File: src/rtl/atd_rx_fifo.sv
// atd_rx_fifo: assembles serial ATD bits into BLOCK_BITS-wide blocks and queues
// them in a DEPTH-entry FIFO popped by a level-to-pulse data_taken handshake.
module atd_rx_fifo #(
  parameter int BLOCK_BITS = 128,
  parameter int DEPTH      = 2,
  parameter bit LSB_FIRST  = 1'b1
) (
  input  logic                       clk,
  input  logic                       rst,
  input  logic                       ATD_data,
  input  logic                       ATD_clk,
  input  logic                       ATD_shift_enable,
  input  logic                       data_taken,
  input  logic                       flush,
  input  logic                       clear_err,
  output logic [BLOCK_BITS-1:0]      data_out,
  output logic                       data_ready,
  output logic [$clog2(DEPTH+1)-1:0] block_count,
  output logic                       overflow,
  output logic                       framing_err
);
  localparam int NBYTES = BLOCK_BITS / 8;
  localparam int BW     = (NBYTES > 1) ? $clog2(NBYTES) : 1;
  localparam int PW     = (DEPTH > 1) ? $clog2(DEPTH) : 1;
  localparam int CW     = $clog2(DEPTH + 1);
  localparam logic [BW-1:0] LAST_BYTE = BW'(NBYTES - 1);
  localparam logic [PW-1:0] LAST_PTR  = PW'(DEPTH - 1);
  localparam logic [CW-1:0] FULL_CNT  = CW'(DEPTH);

  typedef enum logic {ARMED = 1'b0, HELD = 1'b1} pop_state_t;

  logic [2:0]            r_bit_cnt;
  logic [BW-1:0]         r_byte_cnt;
  logic [7:0]            r_byte;
  logic [BLOCK_BITS-1:0] r_block;
  logic [BLOCK_BITS-1:0] r_mem [DEPTH];
  logic [PW-1:0]         r_wr_ptr;
  logic [PW-1:0]         r_rd_ptr;
  logic [CW-1:0]         r_count;
  pop_state_t            r_state;
  logic                  r_overflow;
  logic                  r_framing_err;

  logic                  w_strobe;
  logic                  w_byte_done;
  logic                  w_block_done;
  logic                  w_pop;
  logic                  w_push;
  logic                  w_drop;
  logic [7:0]            w_next_byte;
  logic [BLOCK_BITS-1:0] w_next_block;

  function automatic logic [PW-1:0] ptr_inc(input logic [PW-1:0] p);
    return (p == LAST_PTR) ? {PW{1'b0}} : p + PW'(1);
  endfunction

  // A strobe coinciding with flush is discarded; the FIFO keeps accepting while full only if it pops.
  assign w_strobe     = ATD_shift_enable & ~flush;
  assign w_next_byte  = LSB_FIRST ? {ATD_data, r_byte[7:1]} : {r_byte[6:0], ATD_data};
  assign w_byte_done  = w_strobe & (r_bit_cnt == 3'd7);
  assign w_block_done = w_byte_done & (r_byte_cnt == LAST_BYTE);
  assign w_pop        = (r_state == ARMED) & data_taken & (r_count != {CW{1'b0}});
  assign w_push       = w_block_done & ((r_count != FULL_CNT) | w_pop);
  assign w_drop       = w_block_done & ~w_push;

  // Block register with the completing byte merged in, first byte at the top.
  always_comb begin
    w_next_block = r_block;
    for (int b = 0; b < NBYTES; b++) begin
      if (r_byte_cnt == BW'(b)) begin
        w_next_block[BLOCK_BITS-1-8*b -: 8] = w_next_byte;
      end else begin
        w_next_block[BLOCK_BITS-1-8*b -: 8] = r_block[BLOCK_BITS-1-8*b -: 8];
      end
    end
  end

  // Bit/byte assembly.
  always_ff @(posedge clk or posedge rst) begin
    if (rst) begin
      r_bit_cnt  <= 3'd0;
      r_byte_cnt <= {BW{1'b0}};
      r_byte     <= 8'd0;
      r_block    <= {BLOCK_BITS{1'b0}};
    end else if (flush) begin
      r_bit_cnt  <= 3'd0;
      r_byte_cnt <= {BW{1'b0}};
      r_byte     <= 8'd0;
      r_block    <= {BLOCK_BITS{1'b0}};
    end else if (w_strobe) begin
      r_byte    <= w_next_byte;
      r_bit_cnt <= r_bit_cnt + 3'd1;
      if (w_byte_done) begin
        r_byte_cnt <= w_block_done ? {BW{1'b0}} : r_byte_cnt + BW'(1);
        r_block    <= w_block_done ? {BLOCK_BITS{1'b0}} : w_next_block;
      end
    end
  end

  // Block FIFO storage, pointers and occupancy.
  always_ff @(posedge clk or posedge rst) begin
    if (rst) begin
      r_wr_ptr <= {PW{1'b0}};
      r_rd_ptr <= {PW{1'b0}};
      r_count  <= {CW{1'b0}};
      for (int i = 0; i < DEPTH; i++) begin
        r_mem[i] <= {BLOCK_BITS{1'b0}};
      end
    end else begin
      if (w_push) begin
        r_mem[r_wr_ptr] <= w_next_block;
        r_wr_ptr        <= ptr_inc(r_wr_ptr);
      end
      if (w_pop) begin
        r_rd_ptr <= ptr_inc(r_rd_ptr);
      end
      case ({w_push, w_pop})
        2'b10:   r_count <= r_count + CW'(1);
        2'b01:   r_count <= r_count - CW'(1);
        default: r_count <= r_count;
      endcase
    end
  end

  // Pop handshake: one pop per data_taken assertion.
  always_ff @(posedge clk or posedge rst) begin
    if (rst) begin
      r_state <= ARMED;
    end else begin
      case (r_state)
        ARMED:   r_state <= w_pop ? HELD : ARMED;
        HELD:    r_state <= data_taken ? HELD : ARMED;
        default: r_state <= ARMED;
      endcase
    end
  end

  // Sticky error flags; a set event beats clear_err.
  always_ff @(posedge clk or posedge rst) begin
    if (rst) begin
      r_overflow    <= 1'b0;
      r_framing_err <= 1'b0;
    end else begin
      r_overflow    <= w_drop | (r_overflow & ~clear_err);
      r_framing_err <= (ATD_shift_enable & ~ATD_clk) | (r_framing_err & ~clear_err);
    end
  end

  assign data_ready  = (r_count != {CW{1'b0}});
  assign data_out    = data_ready ? r_mem[r_rd_ptr] : {BLOCK_BITS{1'b0}};
  assign block_count = r_count;
  assign overflow    = r_overflow;
  assign framing_err = r_framing_err;
endmodule

File: config.mk
export PLATFORM = sky130hd
export DESIGN_NAME = atd_rx_fifo
export DESIGN_NICKNAME = d
export VERILOG_FILES = /design/src/rtl/atd_rx_fifo.sv
export SDC_FILE = /design/constraint.sdc
export NUM_CORES = 1
export LEC_CHECK = 0
export CORE_ASPECT_RATIO = 1.75
export CORE_MARGIN = 2
export CORE_UTILIZATION = 59
export CTS_CLUSTER_DIAMETER = 120
export DETAILED_ROUTE_END_ITERATION = 16
export PLACE_DENSITY = 0.88
export SETUP_SLACK_MARGIN = 0.15
export SLEW_MARGIN = 20
export SYNTH_ARGS = -nofsm -noshare
export SYNTH_HDL_FRONTEND = slang
export SYNTH_SLANG_ARGS = --single-unit
File: constraint.sdc
create_clock -name clk -period 19.7 [get_ports clk]
set_clock_uncertainty 0.15 [all_clocks]
set_input_delay 3.94 -clock clk [delete_from_list [all_inputs] [get_ports clk]]
set_output_delay 3.94 -clock clk [all_outputs]
set_load 0.05 [all_outputs]
==> results.toml <==
[place]
dpl-instance-area_sq_mm = 0.02097
dpl.cell_count = 1815
dp.final_hpwl_um = 25160
io_buffer_count = 140
dp_slack_ns = 12.04
gp_congestion = 0.7669

[synth]
ys_warn_count = 0
synth_top_family_by_area = "multiplexers"
synth-simple-area-share_pct = 4.538
syn_inst = 1357
seq_area_frac_synth_pct = 51.27
syn_nets = 1372
synth.area.mux_share_pct = 32.99
ys_types = 39
syn_area_per_cell_sq_um = 14.57
synthAdderAreaFrac_pct = 0.4430
synth_xor_area_share_pct = 0.3101
ys_ff_latch = 405
syn-cell-area_sq_mm = 0.01977
synth_compound_area_share_pct = 5.899

[floorplan]
rows = 88
fp.dieW_um = 142.4
design.core.area_sq_mm = 0.03303
ios = 141
die_y_um = 246.2
fp.dieArea_sq_mm = 0.03504
start_util_pct = 59.85

[cts]
clock_sinks = 405
clock_latency_ns = 0.53
post_cts_resized = 0
clk_pin_slew_ns = 0.07
cts_hold_buf = 0
postCtsSetupBuffers = 0
cts_root_buffer = "clkbuf_16"
cts_tree = "done"
htree_num_levels = 2
cts_buffers = 36
cts.path.max_buffers = 3

[cells_and_area]
fin_cells = 1880
n_fill_cell = 2180
multi_input_area_sq_mm = 0.008758
final_core_util_pct = 67.46
final_cell_mix = "dfrtp_1 (404), mux2_4 (217), mux2_2 (163), nor2_1 (141), clkdlybuf4s50_1 (140)"
layout-drive-gt1-share_pct = 32.68
area_delta_synth_final_pct = 12.72
final_common_cell = "dfrtp_1"
diodes = 0
finalNetCount = 1463
final_design_area_no_fill_sq_mm = 0.02228
seq_area_sq_mm = 0.01014

[pwr]
netSwitchingFraction_pct = 26.53
power_frac_comb_pct = 12.4
p_total_mw = 1.853
power.switching_mw = 0.4915
cellLeakagePower_nw = 10.98
ir_worst_vdd_v = 0.00008495
internal_power_mw = 1.361
power.clock.fraction_pct = 41.8
power_frac_seq_pct = 45.9
p_per_area_mw_per_mm2 = 83.13

[timing]
slew_headroom_pct = 23.61
fin_tns_setup_ns = 0
timing.fmax_mhz = 133.2
finalCriticalPeriod_ns = 7.510
hold_viol = 0
tightest_slew_ns = 1.142
grt_setup_unrepaired = "false"
setup_viol_count_final = 0
min_period_over_period_pct = 38.12
slew_violations = 0
setup_ws_ns = 12.19
whs_ns = 0.3426

[route]
ant_nets = 0
drt_wl_total_um = 43570
drt-initial-drc-count = 758
vias = 11460
viasPerCell = 6.093
firstDrtPassIters = 5
drcViolationCount = 0
post_drt_wl_per_cell_um = 23.18

[setup_path]
cp-end-kind = "primary output"
crit_arrival_ns = 3.42
crit_path_start_kind = "flop"
max_stage_delay_ns = 0.87
cp_data_required_time_ns = 15.61
crit_family = "buffers and inverters"
cp_slowest_cell = "buf_4"
cp_cell_sequence = "buf_4 -> mux2i_1 -> nor2_1 -> clkdlybuf4s50_1"
worstSetupPathType = "flop to primary output"
critPathBufInv = 2
crit_fanout = 61

[grt]
antenna_found_initial = 2
grt_usage_pct = 25.07
grt_pass1_vias = 12450
overflow = 0
grt_pass1_wl_um = 69390
grt_max_degree = 185

[flow_run]
max-cap-violations = 0

[status]
status = "complete, no violations"

[worst_hold_path]
min_path_type = "flop to flop"
-- synthesized netlist by cell type --
cell | n | area [sq um]
dfrtp_1 | 405 | 10130
mux2_4 | 217 | 3258
mux2_2 | 163 | 1836
nor2_1 | 142 | 533.0
mux2i_1 | 137 | 1371
a22o_1 | 121 | 1060
clkbuf_1 | 42 | 157.7
buf_12 | 24 | 480.5
buf_2 | 24 | 120.1
and2_1 | 9 | 56.30
inv_1 | 9 | 33.78
ha_1 | 7 | 87.58
buf_6 | 6 | 67.56
mux2_1 | 5 | 56.30
nor3b_2 | 5 | 62.56
xnor2_1 | 5 | 43.79
nand3b_2 | 4 | 45.04
nand3b_4 | 4 | 80.08
nand3_4 | 3 | 52.55
a2111oi_4 | 2 | 55.05
buf_8 | 2 | 30.03
nand2_1 | 2 | 7.510
nand3_2 | 2 | 20.02
xor2_1 | 2 | 17.52
a211oi_1 | 1 | 7.510
a21oi_1 | 1 | 5.000
a221o_1 | 1 | 10.01
a31oi_1 | 1 | 6.260
and3_1 | 1 | 6.260
buf_1 | 1 | 3.750
buf_4 | 1 | 7.510
nand2b_1 | 1 | 6.260
nand3_1 | 1 | 5.000
nand3b_1 | 1 | 7.510
nor2b_2 | 1 | 8.760
nor4_1 | 1 | 6.260
o21a_1 | 1 | 7.510
o22ai_1 | 1 | 6.260
o32ai_1 | 1 | 8.760
-- routing by layer --
layer | up-vias | routed length [um] | GRT usage (%) | share of wire (%)
li1 | 5034 | - | - | -
met1 | 6031 | 18560 | 33.55 | 43
met2 | 307 | 22030 | 42.26 | 51
met3 | 79 | 1628 | 2.954 | 3.7
met4 | 4 | 1319 | 9.289 | 3.0
met5 | - | 24 | 0 | 0.055
-- state kept, by name, indices dropped and copies added, names as in the netlist --
signal       flops
r_mem          256
r_block        128
r_byte           7
r_byte_cnt       4
r_bit_cnt        3
block_count      2
framing_err      1
overflow         1
r_rd_ptr         1
r_state          1
r_wr_ptr         1
-- logic make-up (layout without fill, tap and decap cells) --
logic type      after synthesis  count (layout)
mux                         522             522
flops                       405             405
fa+ha+maj                     7               7
simple gates                177             177
xor+xnor                      7               7
buf+inv                     109             227
compound gates              130             130
-- power by group through the flow --
stage               registers [mW]  clock network [mW]  logic (mW)
finish                       0.850               0.773       0.229
global route                 0.851               0.813       0.245
CTS                          0.850               0.782       0.231
detailed placement           0.866                   0       0.230
global placement             0.865                   0       0.228
floorplan                    0.864                   0       0.180
-- cell type report --
class	instances	share of cell area, %
clock buffer	47	4.728
inverter	9	0.1853
tap	405	2.274
timing repair buffer	153	6.889
multi-input combinational	843	39.30
sequential	405	45.50
clock inverter	18	1.123
-- worst paths after layout --
kind | depth (start not counted) | to | from | slack (ns)
max | 4 | data_out[95] | r_rd_ptr | 12.19
min | 1 | r_block[5] | r_block[5] | 0.34
max reg2reg | 4 | r_mem[90] | r_byte_cnt[3] | 16.26
min reg2reg | 1 | r_block[5] | r_block[5] | 0.34
max in group asynchronous | 3 | r_mem[218] | rst | 13.96
min in group asynchronous | 2 | r_mem[62] | rst | 3.88
No activity file was read; power rests on OpenSTA's default activity.
